==> config.mk <==
export PLATFORM = sky130hd
export DESIGN_NAME = dot_acc_drain_flat
export DESIGN_NICKNAME = d
export VERILOG_FILES = /design/src/rtl/dot_acc_drain_if.sv /design/src/rtl/dot_acc_drain.sv /design/src/flat_wrapper.sv
export SDC_FILE = /design/constraint.sdc
export NUM_CORES = 1
export LEC_CHECK = 0
export CAP_MARGIN = 15
export CORE_MARGIN = 8
export CORE_UTILIZATION = 50
export DETAILED_ROUTE_END_ITERATION = 7
export GPL_TIMING_DRIVEN = 0
export PLACE_DENSITY = 0.69
export SKIP_CTS_REPAIR_TIMING = 1
export SYNTH_ARGS = -nofsm -noshare
export SYNTH_HDL_FRONTEND = slang
export SYNTH_SLANG_ARGS = --single-unit
==> constraint.sdc <==
create_clock -name clk -period 11.7 [get_ports clk]
set_input_delay 2.925 -clock clk [delete_from_list [all_inputs] [get_ports clk]]
set_output_delay 2.925 -clock clk [all_outputs]
set_load 0.02 [all_outputs]
==> src/rtl/dot_acc_drain_if.sv <==
// Handshake bundle between the dot-product drain controller and its surroundings.
// master: the drain controller; slave: operand feeder, dot unit and result writer.
interface dot_acc_drain_if #(
    parameter int DATA_WIDTH = 8,
    parameter int ACC_WIDTH  = 32
);
    logic                        issue_valid;
    logic                        issue_last;
    logic                        issue_ready;
    logic                        dot_ena;
    logic [DATA_WIDTH*2+3:0]     dot_res;
    logic                        out_valid;
    logic                        out_ready;
    logic [ACC_WIDTH-1:0]        out_data;
    logic                        busy;

    modport master (
        input  issue_valid, issue_last, dot_res, out_ready,
        output issue_ready, dot_ena, out_valid, out_data, busy
    );

    modport slave (
        output issue_valid, issue_last, dot_res, out_ready,
        input  issue_ready, dot_ena, out_valid, out_data, busy
    );
endinterface

==> src/rtl/dot_acc_drain.sv <==
// Purpose: drives dot-unit ena, tags slices, accumulates K-slice partials, drains via FWFT FIFO.
// Latency: last slice fired at edge t appears on out_valid/out_data after edge t+DOT_LATENCY.
// Backpressure: credit-based; issue_ready low once FIFO occupancy plus in-flight lasts hits FIFO_DEPTH.
module dot_acc_drain #(
    parameter int DATA_WIDTH  = 8,
    parameter int DOT_LATENCY = 1,
    parameter int ACC_WIDTH   = 32,
    parameter int FIFO_DEPTH  = 4
) (
    input  logic            clk,
    input  logic            rst,
    dot_acc_drain_if.master bus
);
    localparam int RES_WIDTH = DATA_WIDTH*2 + 4;
    localparam int PTR_W     = $clog2(FIFO_DEPTH);
    localparam int CNT_W     = PTR_W + 1;

    typedef struct packed {
        logic vld;
        logic last;
    } tag_t;

    tag_t                         tag_q [DOT_LATENCY];
    logic                         open_q;
    logic signed [ACC_WIDTH-1:0]  acc_q;
    logic [ACC_WIDTH-1:0]         mem_q [FIFO_DEPTH];
    logic [PTR_W-1:0]             wr_ptr_q;
    logic [PTR_W-1:0]             rd_ptr_q;
    logic [CNT_W-1:0]             cnt_q;

    logic                         fire;
    logic                         any_tag_vld;
    logic                         consume;
    logic                         push;
    logic                         pop;
    logic [31:0]                  last_inflight;
    logic [31:0]                  pending;
    logic signed [RES_WIDTH-1:0]  res_s;
    logic signed [ACC_WIDTH-1:0]  res_ext;
    logic signed [ACC_WIDTH-1:0]  sum;
    tag_t                         tag_out;

    always_comb begin
        any_tag_vld   = 1'b0;
        last_inflight = '0;
        for (int i = 0; i < DOT_LATENCY; i++) begin
            any_tag_vld   = any_tag_vld | tag_q[i].vld;
            last_inflight = last_inflight + 32'(tag_q[i].vld & tag_q[i].last);
        end
    end

    // Every in-flight last already owns a FIFO slot, so a push can never find the FIFO full.
    assign pending         = 32'(cnt_q) + last_inflight;
    assign bus.issue_ready = (pending < 32'(FIFO_DEPTH));
    assign fire            = bus.issue_valid & bus.issue_ready;
    assign bus.dot_ena     = fire | any_tag_vld;

    assign tag_out = tag_q[DOT_LATENCY-1];
    assign consume = tag_out.vld & bus.dot_ena;
    assign push    = consume & tag_out.last;
    assign pop     = bus.out_valid & bus.out_ready;

    assign res_s   = bus.dot_res;
    assign res_ext = ACC_WIDTH'(res_s);
    assign sum     = open_q ? (acc_q + res_ext) : res_ext;

    always_ff @(posedge clk or posedge rst) begin
        if (rst) begin
            for (int i = 0; i < DOT_LATENCY; i++) begin
                tag_q[i] <= '0;
            end
        end else if (bus.dot_ena) begin
            tag_q[0] <= '{vld: fire, last: bus.issue_last};
            for (int i = 1; i < DOT_LATENCY; i++) begin
                tag_q[i] <= tag_q[i-1];
            end
        end
    end

    always_ff @(posedge clk or posedge rst) begin
        if (rst) begin
            open_q <= 1'b0;
            acc_q  <= '0;
        end else if (consume) begin
            if (tag_out.last) begin
                open_q <= 1'b0;
            end else begin
                acc_q  <= sum;
                open_q <= 1'b1;
            end
        end
    end

    always_ff @(posedge clk or posedge rst) begin
        if (rst) begin
            wr_ptr_q <= '0;
            rd_ptr_q <= '0;
            cnt_q    <= '0;
            for (int i = 0; i < FIFO_DEPTH; i++) begin
                mem_q[i] <= '0;
            end
        end else begin
            if (push) begin
                mem_q[wr_ptr_q] <= sum;
                wr_ptr_q        <= wr_ptr_q + PTR_W'(1);
            end
            if (pop) begin
                rd_ptr_q <= rd_ptr_q + PTR_W'(1);
            end
            if (push && !pop) begin
                cnt_q <= cnt_q + CNT_W'(1);
            end else if (pop && !push) begin
                cnt_q <= cnt_q - CNT_W'(1);
            end
        end
    end

    assign bus.out_valid = (cnt_q != '0);
    assign bus.out_data  = mem_q[rd_ptr_q];
    assign bus.busy      = any_tag_vld | open_q | bus.out_valid;
endmodule

==> src/flat_wrapper.sv <==
// flat-port wrapper written by rule: the top's interface ports become plain ports
module dot_acc_drain_flat 
#(
    parameter int DATA_WIDTH  = 8,
    parameter int DOT_LATENCY = 1,
    parameter int ACC_WIDTH   = 32,
    parameter int FIFO_DEPTH  = 4
)
  (clk, rst, bus_issue_valid, bus_issue_last, bus_dot_res, bus_out_ready, bus_issue_ready, bus_dot_ena, bus_out_valid, bus_out_data, bus_busy);
  dot_acc_drain_if #(.DATA_WIDTH(DATA_WIDTH), .ACC_WIDTH(ACC_WIDTH)) bus_i ();
  input  logic clk;
  input  logic rst;
  input wire logic [$bits(bus_i.issue_valid)-1:0] bus_issue_valid;
  input wire logic [$bits(bus_i.issue_last)-1:0] bus_issue_last;
  input wire logic [$bits(bus_i.dot_res)-1:0] bus_dot_res;
  input wire logic [$bits(bus_i.out_ready)-1:0] bus_out_ready;
  output wire logic [$bits(bus_i.issue_ready)-1:0] bus_issue_ready;
  output wire logic [$bits(bus_i.dot_ena)-1:0] bus_dot_ena;
  output wire logic [$bits(bus_i.out_valid)-1:0] bus_out_valid;
  output wire logic [$bits(bus_i.out_data)-1:0] bus_out_data;
  output wire logic [$bits(bus_i.busy)-1:0] bus_busy;
  assign bus_i.issue_valid = bus_issue_valid;
  assign bus_i.issue_last = bus_issue_last;
  assign bus_i.dot_res = bus_dot_res;
  assign bus_i.out_ready = bus_out_ready;
  assign bus_issue_ready = bus_i.issue_ready;
  assign bus_dot_ena = bus_i.dot_ena;
  assign bus_out_valid = bus_i.out_valid;
  assign bus_out_data = bus_i.out_data;
  assign bus_busy = bus_i.busy;
  dot_acc_drain #(.DATA_WIDTH(DATA_WIDTH), .DOT_LATENCY(DOT_LATENCY), .ACC_WIDTH(ACC_WIDTH), .FIFO_DEPTH(FIFO_DEPTH)) u_core (.clk(clk), .rst(rst), .bus(bus_i));
endmodule
==> results of run 1 <==
## flip-flops by register name, summed over array words and instances, names as in the netlist
name	flops
u_core.wr_ptr_q	2
u_core.mem_q	128
u_core.tag_out	1
u_core.open_q	1
u_core.cnt_q	3
u_core.any_tag_vld	1
u_core.acc_q	32
u_core.rd_ptr_q	2
## tightest hold or removal path: stages (launching register included)
cell,delay [ns]
dfrtp_1,0.33
nand2_1,0.04
o21ai_0,0.06
## cell families after synthesis
group | share of synthesized area
xor gates and xnor gates | 0.0289
adders and majority gates | 0.0539
buffers and inverters | 0.0362
muxes | 0.107
DFF | 0.467
AOI/OAI and AO/OA | 0.179
and+or+nand+nor | 0.128
## placed cells by master, fill, tap and decap left out, types with 4 or more instances in the layout
master and count:
a21o_1 11, mux4_2 32, dfrtp_1 170, a21oi_2 6, a211oi_1 11, nand2_1 187
mux2i_1 17, nor2_1 35, or3_1 10, nand3_1 11, a21oi_1 49, o21ai_0 161
inv_1 13, clkinv_2 5, clkbuf_16 17, xnor2_1 21, mux2_2 6, clkbuf_8 6
ha_1 36, clkinvlp_4 4, o21ai_1 5, xor2_1 9, nand4_1 4, clkdlybuf4s50_1 60
nor2b_1 4, a31oi_1 7, clkbuf_1 43
## power groups by stage
stage	Clock, mW	Sequential (mW)	Combinational (mW)
finish	0.515	1.05	1.83
floorplan	0	1.00	1.29
global placement	0	1.04	1.80
CTS	0.520	1.04	1.84
global route	0.544	1.08	2.00
detailed placement	0	1.05	1.83
## routing by layer
layer  wire length [µm]  vias to the layer above
met1              10800                     3594
met3               1190                       31
met4                437                        0
li1                   -                     3403
met5                  0                        -
met2              11300                      186
## worst max-delay path by stage
stage	endpoint	slack, ns	cells past startpoint
6_report	bus_dot_ena	4.49	4
5_1_grt	bus_dot_ena	4.43	4
4_1_cts	bus_dot_ena	4.48	4
3_5_place_dp	bus_dot_ena	4.48	4
3_3_place_gp	u_core.mem_q[16]$_DFFE_PP0P_	1.81	2
2_1_floorplan	u_core.acc_q[0]$_DFFE_PP0P_	4.17	1
## area by class of cell
type,count,area (µm²),area share
inverters,15,63.8,0.00605
plain buffers,53,273,0.0259
repair buffers,61,628,0.0596
clock inverters,11,72.6,0.00688
multi-input cells,676,4520,0.429
clock buffers,20,447,0.0424
flip-flops and latches,170,4250,0.403
well taps,229,287,0.0272
==> summary.txt, run 1 <==
Status
  • Outcome: finished clean

Routing
  • Routed Antenna Nets: 0
  • DR DRC count: 0
  • Drt first-iter violations: roughly 630
  • TritonRoute pass-1 iters: 5
  • Routed WL per cell: 19.3 µm
  • Via density: a little under 6
  • Routed wire length: 23.8 mm
  • Vias post-DR: ~7000

Global routing
  • First-pass GRT wire length: between 30 and 40 mm
  • Met2 Usage GRT: 0.347
  • GR peak layer: met2
  • Met1 Usage GRT: 0.295
  • Vias in the first global route: about 7100
  • M3 GR Usage: 0.0388
  • Largest net degree at the start of global routing: ~110
  • Antenna violations before repair: 0
  • Global route overflow: 0
  • Tot GR Track Use: 0.217

Cells and area
  • Ant diodes: 0
  • Area grow syn2layout: 15.8%
  • Finished Layout Cells: roughly 1200
  • Layout cell share with drive strength beyond 1: 0.0984
  • Layout fillers: 1596
  • Final Cell Area: 10500 µm²
  • Final core area utilization: 0.589
  • Final-stage net count: 1057

Die
  • Die ar.: 22800 µm²
  • Starting Density: 0.508
  • Row count: approximately 50
  • Die width: about 150 µm
  • Core area: roughly 18000 µm²
  • Die Ht: roughly 150 µm
  • IO Pins: between 60 and 70

Clock tree
  • H-Tree Depth: 4
  • Clock sinks: 170
  • Root buffer cell: clkbuf_16
  • CTS tree: done
  • CTS Buf Count: 17
  • Later-pin clock latency in the skew report: around 0.44 ns
  • Reg clk slew, reported paths: approximately 0.06 ns
  • CTS Buffer Depth: 2

Yosys
  • Most common library cells after synthesis: nand2_1 (187), dfrtp_1 (170), o21ai_0 (161)
  • Number of flops mapped to enable cells by yosys: 0
  • Synth Instances: between 900 and 1000
  • Unique masters post-synth: just under 70
  • Post-synth top area cell: dfrtp_1
  • Post-synth top flop: dfrtp_1
  • Syn avg cell area: 9.96 µm²
  • Syn nets: slightly below 1000
  • Synth top area share: 0.467
  • Post-synthesis sequential area ratio: 0.467
  • Most instantiated library cell after synthesis: nand2_1
  • Seq cells post-synth: 170
  • Cell Area, Synth: approximately 9100 µm²
  • Syn. warnings: 0
  • Synth top area cells: dfrtp_1 (47%), o21ai_0 (8.9%), mux4_2 (7.9%)
  • Synth async-reset ratio: 1.00

Timing
  • Least-Margin Pin Slew: between 0.9 and 1 ns
  • Setup violations, final: 0
  • Period Utilization, post-route: 0.616
  • Setup TNS: 0 ns
  • Hold slack: 0.473 ns
  • FMAX: around 140 MHz
  • Slew Viols, Final: 0
  • Slew headroom: 0.341
  • Clock Skews: between 0.01 and 0.015 ns
  • Final Hold Vio Count: 0
  • Period minus WS final: between 7 and 8 ns
  • Min setup slack post-route: between 4 and 5 ns
  • RSZ-0062 raised after global routing: false

Worst setup path
  • Cell family with most CP delay: buffers and inverters
  • Worst path slowest cell: clkdlybuf4s50_1
  • Startpoint Class: input pin
  • Reg2reg start: u_core.acc_q[0]$_DFFE_PP0P_
  • Worst R2R Setup Slack: a little under 9 ns
  • Capture point of the worst reg-to-reg path: u_core.mem_q[124]$_DFFE_PP0P_
  • CP Class: in -> out
  • Worst Path Required: between 8 and 9 ns
  • Critical path, cell by cell: clkdlybuf4s50_1, and2_1, or2_2, clkdlybuf4s50_1
  • Worst EP arrival: about 4.3 ns
  • Critical path launch point: bus_issue_valid
  • CP Max Fanout: 2
  • Crit-path max cell delay: 0.54 ns
  • Buf/Inv on CP: 2
  • CP most frequent cell: clkdlybuf4s50_1
  • Critical path capture point type: output port
  • Reg2Reg Depth: 10

Min path
  • WHS Endpoint: u_core.mem_q[29]$_DFFE_PP0P_
  • Worst Hold Class: reg -> reg
  • Hold path start: u_core.mem_q[29]$_DFFE_PP0P_
  • Hold Path Stages: 2

Power
  • Logic gate share of total power: 0.540
  • Internal power: slightly below 2 mW
  • PwrDens: about 320 nW/µm²
  • Net Sw Frac: 0.420
  • Final Power: between 3 and 4 mW
  • Clock power share: 0.152
  • VDD IR max: between 0.00015 and 0.0002 V
  • Sw Pwr: 1.43 mW
  • Leakage power: between 4 and 5 nW
  • Sequential share of power: 0.308

Placed design
  • Placed Instances: roughly 1200
  • # port buffers: 60
  • Setup Slack @ Placement: ~4.5 ns
  • Area after DPL: 10000 µm²
  • Final HPWL DP: 17.0 mm
  • Placer congestion estimate: 0.901

Job
  • Max-cap violation count: 0
Note: power is estimated with default switching activity, not from simulation.
==> run 2, diff against run 1 <==
--- a/config.mk
+++ b/config.mk
@@ -10,7 +10,7 @@
 export CORE_UTILIZATION = 50
 export DETAILED_ROUTE_END_ITERATION = 7
 export GPL_TIMING_DRIVEN = 0
-export PLACE_DENSITY = 0.69
+export PLACE_DENSITY = 0.72
 export SKIP_CTS_REPAIR_TIMING = 1
 export SYNTH_ARGS = -nofsm -noshare
 export SYNTH_HDL_FRONTEND = slang
==> constraint.sdc (replaced) <==
create_clock -name clk -period 6.3 [get_ports clk]
set_input_delay 1.575 -clock clk [delete_from_list [all_inputs] [get_ports clk]]
set_output_delay 1.575 -clock clk [all_outputs]
set_load 0.02 [all_outputs]
==> run 2 against run 1 <==
  * Cell area increased by 0.47%
  * Utilization is 0.28 points higher
  * Sequential cell count unchanged
  * Non-clock buffer count unchanged
  * Die area unchanged
  * Combinational power increased by 87%
  * Global-route usage grew 0.31 points
==> summary.txt, run 2 (synthesis gave the netlist of run 1 again) <==
Worst setup path
  • CP Class: reg -> out
  • Worst Path Required: 4.72 ns (-4.06 ns)
  • Worst EP arrival: 3.28 ns (-1.01 ns)
  • Critical path capture point type: output port
  • CP Max Fanout: 10 (+8)
  • Startpoint Class: flop

Cells and area
  • Layout cell share with drive strength beyond 1: 0.101 (+0.00288)
  • Area of the multi-input gates: 4520 µm² (unchanged)
  • Register name with the most flops: u_core.mem_q
  • FF/Latch Area: 4250 µm² (unchanged)
  • Finished Layout Cells: 1236 (+0.081%)
  • Largest registers: u_core.mem_q x128, u_core.acc_q x32, u_core.cnt_q x3
  • Ant diodes: 0 (unchanged)
  • Max FFs per register: 128 (unchanged)
  • Final-stage net count: 1057 (unchanged)
  • Layout fillers: 1513 (-5.2%)
  • Final core area utilization: 0.592 (+0.00280)
  • Area grow syn2layout: 16.4%
  • Leading cell type in the layout, fill and taps excluded: nand2_1
  • Most frequent cells in the layout: nand2_1 (187), dfrtp_1 (170), o21ai_0 (161)

Routing
  • Vias post-DR: 7353 (+1.9%)
  • Drt first-iter violations: 604 (-3.8%)
  • DR DRC count: 0 (unchanged)
  • Routed WL per cell: 19.3 µm (about the same)
  • Routed wire length: 23.8 mm (+0.11%)
  • Via density: 5.95 (+1.8%)
  • TritonRoute pass-1 iters: 5 (unchanged)
  • Routed Antenna Nets: 0 (unchanged)

Clock tree
  • Later-pin clock latency in the skew report: 0.43 ns (about the same)
  • CTS tree: done
  • Root buffer cell: clkbuf_16
  • H-Tree Depth: 4 (unchanged)
  • CTS Buf Count: 17 (unchanged)
  • CTS Buffer Depth: 2 (unchanged)
  • Reg clk slew, reported paths: 0.07 ns (about the same)
  • Clock sinks: 170 (unchanged)

Die
  • IO Pins: 61 (unchanged)
  • Die Ht: 151 µm (unchanged)
  • Die ar.: 22800 µm² (unchanged)
  • Row count: 49 (unchanged)
  • Core area: 17900 µm² (unchanged)
  • Starting Density: 0.508 (unchanged)
  • Die width: 151 µm (unchanged)

Timing
  • Setup violations, final: 0 (unchanged)
  • FMAX: approximately 210 MHz
  • Clock Skews: 0.0102 ns (-0.000691 ns)
  • Final Hold Vio Count: 0 (unchanged)
  • Period Utilization, post-route: 0.770
  • Slew headroom: 0.341 (about the same)
  • Period minus WS final: slightly below 5 ns
  • Least-Margin Pin Slew: 0.989 ns (+0.000371 ns)
  • RSZ-0062 raised after global routing: false
  • Slew Viols, Final: 0 (unchanged)

Min path
  • Worst Hold Class: reg -> reg

Placed design
  • Final HPWL DP: 16.7 mm (-1.4%)
  • # port buffers: 60 (unchanged)
  • Placer congestion estimate: 0.885 (-1.8%)
  • Placed Instances: 1204 (unchanged)

Global routing
  • Largest net degree at the start of global routing: 133 (+17%)
  • Tot GR Track Use: 0.220 (+0.00311)
  • Antenna violations before repair: 0 (unchanged)
  • Global route overflow: 0 (unchanged)
  • Vias in the first global route: 7404 (+4.2%)
  • First-pass GRT wire length: 38.9 mm (+1.7%)

Power
  • VDD IR max: 0.000371 V (+130%)
  • PwrDens: 603 nW/µm² (+87%)
  • Leakage power: 4.67 nW (+0.58%)

Job
  • Max-cap violation count: 0 (unchanged)

Status
  • Outcome: finished clean
run 2: cell count changes in the layout (fill, tap and decap cells not counted):
cell	delta
clkinv_2	-5
clkinv_4	+5
inv_8	+4
clkbuf_1	-2
clkinvlp_4	-2
inv_6	+1
run 2: stage by stage:
step                      hold slack, ns  setup WS, ns  total power, mW  cell area (µm²)  setup TNS [ns]
final                              0.474          1.45             6.38            10600               0
after global routing               0.498          1.30             6.85            10600               0
after CTS                          0.481          1.38             6.39            10600               0
after detailed placement           0.466          1.49             5.35            10000               0
after global placement             0.456         -2.19             5.26             9990         -368.79
after floorplan                    0.445         0.122             4.26             9100               0
run 2: worst paths after layout:
path                            slack [ns]                              to                      startpoint  depth (start not counted)
worst max register to register        3.26    u_core.mem_q[28]$_DFFE_PP0P_     u_core.acc_q[0]$_DFFE_PP0P_                         10
max in group asynchronous             3.87    u_core.acc_q[15]$_DFFE_PP0P_                             rst                          3
worst min register to register        0.47    u_core.mem_q[42]$_DFFE_PP0P_    u_core.mem_q[42]$_DFFE_PP0P_                          2
min in group asynchronous             1.51  u_core.wr_ptr_q[0]$_DFFE_PP0P_                             rst                          2
worst min-delay path                  0.47    u_core.mem_q[42]$_DFFE_PP0P_    u_core.mem_q[42]$_DFFE_PP0P_                          2
worst max-delay path                  1.45                bus_out_data[21]  u_core.rd_ptr_q[0]$_DFFE_PP0P_                          4
run 2: critical path, cell delays in order, from the launching register on:
cell and delay (ns):
dfrtp_1 0.32, clkbuf_1 0.49, buf_1 0.80, mux4_2 0.66, clkdlybuf4s50_1 0.57
run 2: report_power, final:
group / internal [mW] / switching, mW
registers: 1.65 / 0.298
logic: 1.50 / 1.92
clock network: 0.533 / 0.491
total: 3.68 / 2.71
run 2: layer usage:
layer / wire, µm / track usage / share of wire / up-vias
met4: 621 / 0.0841 / 0.026 / 0
met1: 10700 / 0.293 / 0.45 / 3679
li1: - / - / - / 3408
met2: 11200 / 0.353 / 0.47 / 222
met5: 0 / 0 / 0 / -
met3: 1300 / 0.0385 / 0.055 / 44
run 2: cell type report:
class,instances,area share
inverters,15,0.00602
multi-input cells,676,0.427
repair buffers,61,0.0593
clock inverters,14,0.0123
clock buffers,18,0.0415
flip-flops and latches,170,0.402
well taps,229,0.0270
plain buffers,53,0.0257
==> run 3, diff against run 2 <==
==> constraint.sdc (replaced) <==
create_clock -name clk -period 4.06 [get_ports clk]
set_input_delay 1.015 -clock clk [delete_from_list [all_inputs] [get_ports clk]]
set_output_delay 1.015 -clock clk [all_outputs]
set_load 0.02 [all_outputs]
==> run 3 against run 2 <==
  * First-iteration DRC count shrank 18%
  * Clock power grew 65%
  * Routed wire length shrank 0.61%
  * Setup slack lost 1.2 ns
  * Sequential share of layout area shrank 0.33 points
  * Largest cell class unchanged
==> summary.txt, run 3 (synthesis gave the netlist of run 1 again) <==
Worst setup path
  • Reg2Reg Depth: 10 (unchanged)
  • Startpoint Class: flop
  • Critical path, cell by cell: clkbuf_1, clkbuf_1, mux4_2, clkdlybuf4s50_1
  • CP Max Fanout: 10 (unchanged)
  • CP Class: reg -> out
  • Worst EP arrival: 2.79 ns (-0.49 ns)
  • Buf/Inv on CP: 3 (unchanged)
  • Worst Path Required: 3.04 ns (-1.68 ns)
  • Reg2reg start: u_core.acc_q[0]$_DFFE_PP0P_
  • Cell family with most CP delay: buffers and inverters
  • Capture point of the worst reg-to-reg path: u_core.mem_q[92]$_DFFE_PP0P_
  • CP most frequent cell: clkbuf_1
  • Critical path capture point type: output port
  • Worst path slowest cell: clkbuf_1
  • Worst R2R Setup Slack: 1.10 ns (-2.16 ns)
  • Crit-path max cell delay: 0.63 ns (-0.17 ns)

Power
  • Leakage power: 4.72 nW (+0.92%)
  • VDD IR max: 0.000626 V (+69%)
  • PwrDens: 936 nW/µm² (+55%)
  • Final Power: 10.0 mW (+57%)

Clock tree
  • Reg clk slew, reported paths: 0.07 ns (about the same)
  • Root buffer cell: clkbuf_16
  • CTS tree: done
  • Clock sinks: 170 (unchanged)
  • CTS Buf Count: 17 (unchanged)
  • CTS Buffer Depth: 2 (unchanged)
  • Later-pin clock latency in the skew report: 0.44 ns (about the same)
  • H-Tree Depth: 4 (unchanged)

Timing
  • Hold slack: 0.475 ns (+0.000825 ns)
  • Period minus WS final: about 3.8 ns
  • RSZ-0062 raised after global routing: false
  • Slew headroom: 0.444 (+0.103)
  • Slew Viols, Final: 0 (unchanged)
  • Period Utilization, post-route: 0.938
  • FMAX: 263 MHz
  • Least-Margin Pin Slew: 0.833 ns (-0.155 ns)
  • Setup violations, final: 0 (unchanged)
  • Min setup slack post-route: 0.253 ns (-1.19 ns)
  • Clock Skews: 0.0151 ns (+0.00492 ns)
  • Final Hold Vio Count: 0 (unchanged)
  • Setup TNS: 0 ns (unchanged)

Cells and area
  • Final core area utilization: 0.597 (+0.00496)
  • Leading cell type in the layout, fill and taps excluded: nand2_1
  • Final Cell Area: 10700 µm² (+0.84%)
  • Ant diodes: 0 (unchanged)
  • Area grow syn2layout: 17.4%
  • Most frequent cells in the layout: nand2_1 (187), dfrtp_1 (170), o21ai_0 (161)
  • Max FFs per register: 128 (unchanged)
  • Finished Layout Cells: 1238 (+0.16%)
  • Register name with the most flops: u_core.mem_q
  • Final-stage net count: 1059 (+0.19%)
  • Largest registers: u_core.mem_q x128, u_core.acc_q x32, u_core.cnt_q x3
  • Layout cell share with drive strength beyond 1: 0.109 (+0.00773)

Global routing
  • Global route overflow: 0 (unchanged)
  • Antenna violations before repair: 0 (unchanged)
  • Largest net degree at the start of global routing: 43 (-68%)
  • Vias in the first global route: 7344 (-0.81%)
  • First-pass GRT wire length: 38.7 mm (-0.55%)
  • Tot GR Track Use: 0.220 (-0.000408)

Die
  • Die ar.: 22800 µm² (unchanged)
  • Starting Density: 0.508 (unchanged)
  • Die width: 151 µm (unchanged)
  • Core area: 17900 µm² (unchanged)
  • Row count: 49 (unchanged)
  • IO Pins: 61 (unchanged)
  • Die Ht: 151 µm (unchanged)

Routing
  • Routed Antenna Nets: 0 (unchanged)
  • Drt first-iter violations: 497 (-18%)
  • Routed WL per cell: 19.1 µm (-0.77%)
  • Via density: 5.86 (-1.5%)
  • Vias post-DR: 7253 (-1.4%)
  • Routed wire length: 23.7 mm (-0.61%)
  • DR DRC count: 0 (unchanged)
  • TritonRoute pass-1 iters: 5 (unchanged)

Placed design
  • # port buffers: 60 (unchanged)
  • Placed Instances: 1207 (+0.25%)
  • Setup Slack @ Placement: -0.0978 ns (-1.59 ns)
  • Area after DPL: 10100 µm² (+0.49%)
  • Final HPWL DP: 17.1 mm (+1.9%)
  • Placer congestion estimate: 0.894 (+1.0%)

Min path
  • Worst Hold Class: reg -> reg
  • Hold Path Stages: 2 (unchanged)
  • WHS Endpoint: u_core.mem_q[60]$_DFFE_PP0P_
  • Hold path start: u_core.mem_q[60]$_DFFE_PP0P_

Job
  • Max-cap violation count: 0 (unchanged)

Status
  • Outcome: finished clean
-- run 3: report_power, final --
group	internal (mW)	switching (mW)	total (mW)
sequential	2.55	0.489	3.04
combinational	2.33	2.94	5.28
clock	0.933	0.750	1.68
-- run 3: routing by layer --
layer	track usage	share of wire
met1	0.290	0.44
met2	0.352	0.48
met4	0.0826	0.015
met5	0	0
met3	0.0436	0.065
-- run 3: worst register-to-register path, cell delays in order, from the launching register on --
cell and delay (ns):
dfrtp_1 0.35, ha_1 0.23, fa_1 0.25, a21oi_1 0.12, o211ai_1 0.33, nand3_1 0.16, a211oi_1 0.38, o21ai_1 0.17
a21o_1 0.18, a31oi_1 0.47, o21ai_0 0.19
-- run 3: cell type report --
type	instances	area, µm²
fillers	1552	7220
multi-input cells	676	4530
flip-flops and latches	170	4250
repair buffers	64	681
clock buffers	17	425
well taps	229	287
plain buffers	52	273
clock inverters	15	178
inverters	15	60.1
-- run 3: how the worst max path moves through the flow --
stage	slack, ns	to	depth (start not counted)	from
2_1_floorplan	0.88	u_core.acc_q[0]$_DFFE_PP0P_	1	rst
3_3_place_gp	-0.55	u_core.mem_q[50]$_DFFE_PP0P_	2	rst
3_5_place_dp	-0.1	u_core.mem_q[29]$_DFFE_PP0P_	11	bus_dot_res[19]
4_1_cts	-0.35	bus_out_data[21]	4	u_core.rd_ptr_q[0]$_DFFE_PP0P_
5_1_grt	0.03	u_core.mem_q[92]$_DFFE_PP0P_	10	bus_dot_res[19]
6_report	0.25	bus_out_data[21]	4	u_core.rd_ptr_q[1]$_DFFE_PP0P_
==> variant (settings of run 2) <==
Reset style: synchronous (`rst`), changed in 3 clocked blocks.
--- a/src/rtl/dot_acc_drain.sv
+++ b/src/rtl/dot_acc_drain.sv
@@ -65,5 +65,5 @@
     assign sum     = open_q ? (acc_q + res_ext) : res_ext;
 
-    always_ff @(posedge clk or posedge rst) begin
+    always_ff @(posedge clk) begin
         if (rst) begin
             for (int i = 0; i < DOT_LATENCY; i++) begin
@@ -78,5 +78,5 @@
     end
 
-    always_ff @(posedge clk or posedge rst) begin
+    always_ff @(posedge clk) begin
         if (rst) begin
             open_q <= 1'b0;
@@ -92,5 +92,5 @@
     end
 
-    always_ff @(posedge clk or posedge rst) begin
+    always_ff @(posedge clk) begin
         if (rst) begin
             wr_ptr_q <= '0;
Function: differs if rst is asserted again (counterexample within 4 cycles, from zero or initial values and one cycle with rst high); with rst held inactive, the same outputs for 4 cycles.
==> variant against run 2 <==
Critical path depth increased by 6. Synthesized area decreased by 0.43%. Via count decreased by 10%. Routed wire length decreased by 7.3%. Die area decreased by 0.38%. First-iteration DRC count increased by 15%. Sequential cell count increased by 2. Worst setup slack got worse by 0.016 ns. Cell area decreased by 0.85%. Critical path type is now input port to flop.
Power is not compared: it rests on default switching activity, and its combinational part moved more than twofold at a synthesized area within 25%.
==> variant: results (changes against run 2) <==
- Max incr delay on CP: 0.73 ns (was 0.80 ns)
- Netlist cell types: 61 (was 68)
- Setup Skew: 0.00883 ns (was 0.0102 ns)
- Post-synthesis adder-cell area fraction: 4.86% (was 5.39%)
- Gp weighted congestion: 0.894 (was 0.885)
- Crit path DAT: 5.02 ns (was 3.28 ns)
- Port buffer count: 59 (was 60)
- Post-synth EDFFs: 130 (was 0)
- Synth cell count leaders: nor2_1 (150), edfxtp_1 (130), a21oi_1 (58) (was nand2_1 (187), dfrtp_1 (170), o21ai_0 (161))
- R2r setup slk: 2.95 ns (was 3.26 ns)
- Post-synthesis sequential area ratio: 52.3% (was 46.7%)
- Reg2reg start: u_core.acc_q[0] (unchanged)
- Post-synthesis xor/xnor area fraction: 2.80% (was 2.89%)
- Vias per cell: 5.93 (was 5.95)
- Iter 0 DRT Violations: 696 (was 604)
- Synth area leaders: edfxtp_1 (43%), dfxtp_1 (9.3%), mux4_2 (8.0%) (was dfrtp_1 (47%), o21ai_0 (8.9%), mux4_2 (7.9%))
- Post-Route WL: 22100 µm (was 23800 µm)
- Multiplexer share of the synthesized area: 9.99% (was 10.7%)
- Status: complete, no violations (unchanged)
- WHS Endpoint: u_core.acc_q[2] (was u_core.mem_q[42])
- Syn nets: 851 (was 977)
- Post-synth ARST share: 0% (was 100%)
- Synth Area in Compound Gates: 12.7% (was 17.9%)
- Reg2Reg Capture Point: u_core.mem_q[3][28] (was u_core.mem_q[28])
- Worst slew pin tran: 1.04 ns (was 0.989 ns)
- # nets final: 929 (was 1057)
- CP max stage cell: clkdlybuf4s50_1 (was buf_1)
- Initial DRT Pass Iterations: 6 (was 5)
- CP delay by family, top: compound AO/OA/AOI/OAI gates (was buffers and inverters)
- Layout cells sized above 1: 11.0% (was 10.1%)
- Hold path startpoint: u_core.acc_q[2] (was u_core.mem_q[42])
- Crit path max fanout: 13 (was 10)
- HPWL after DPL: 15800 µm (was 16700 µm)
[variant: cell families after synthesis]
kind of cell             count (synthesis)
XOR/XNOR                                29
AO/OA/AOI/OAI                          178
adder cells (fa/ha/maj)                 34
AND/OR/NAND/NOR                        267
flip-flops                             172
buffers and inverters                   62
multiplexers                            50
[variant: how the worst max path moves through the flow]
stage                    start                   to  slack [ns]  cells after the start
3_3_place_gp   bus_dot_res[19]  u_core.mem_q[0][31]        1.07                     10
5_1_grt        bus_dot_res[19]  u_core.mem_q[0][31]        1.26                     10
6_report       bus_dot_res[19]  u_core.mem_q[1][31]        1.43                     10
3_5_place_dp   bus_dot_res[19]  u_core.mem_q[0][31]        1.06                     10
2_1_floorplan  bus_dot_res[14]  u_core.mem_q[0][31]        2.33                     10
4_1_cts        bus_dot_res[19]  u_core.mem_q[1][31]        1.49                     10
[variant: worst min-delay path, stage by stage (launching register included)]
cell and delay (ns):
dfxtp_1 0.34, a21oi_1 0.06, nor2_1 0.07
[variant: routing by layer]
| metal | up-vias | track usage, % | wire length (µm) |
|---|---|---|---|
| met5 | - | 0 | 0 |
| met2 | 224 | 33.7 | 10800 |
| met3 | 37 | 3.25 | 1420 |
| li1 | 3120 | - | - |
| met4 | 0 | 7.17 | 422 |
| met1 | 3216 | 26.0 | 9430 |
[variant: stage by stage]
stage / hold slack [ns] / cells / instance area (µm²) / utilization [%] / setup WS (ns)
finish: 0.502 / 1112 / 10500 / 58.7 / 1.43
global route: 0.527 / 1112 / 10500 / 58.7 / 1.26
CTS: 0.506 / 1112 / 10500 / 58.7 / 1.49
detailed placement: 0.489 / 1080 / 9950 / 55.6 / 1.06
global placement: 0.476 / 1080 / 9940 / 55.5 / 1.07
floorplan: 0.459 / 792 / 9060 / - / 2.33
[variant: layout make-up]
class	instances	area (µm²)
multi-input combinational	558	3990
buffer	50	294
inverter	12	45.0
sequential	172	4740
clock inverter	15	130
tap	229	287
timing repair buffer	59	591
fill	1505	7400
clock buffer	17	425
[variant: power by group]
part           switching, mW  internal [mW]
Clock                  0.480          0.518
Sequential            0.0548           1.32
Combinational          0.737          0.554
Total                   1.27           2.40
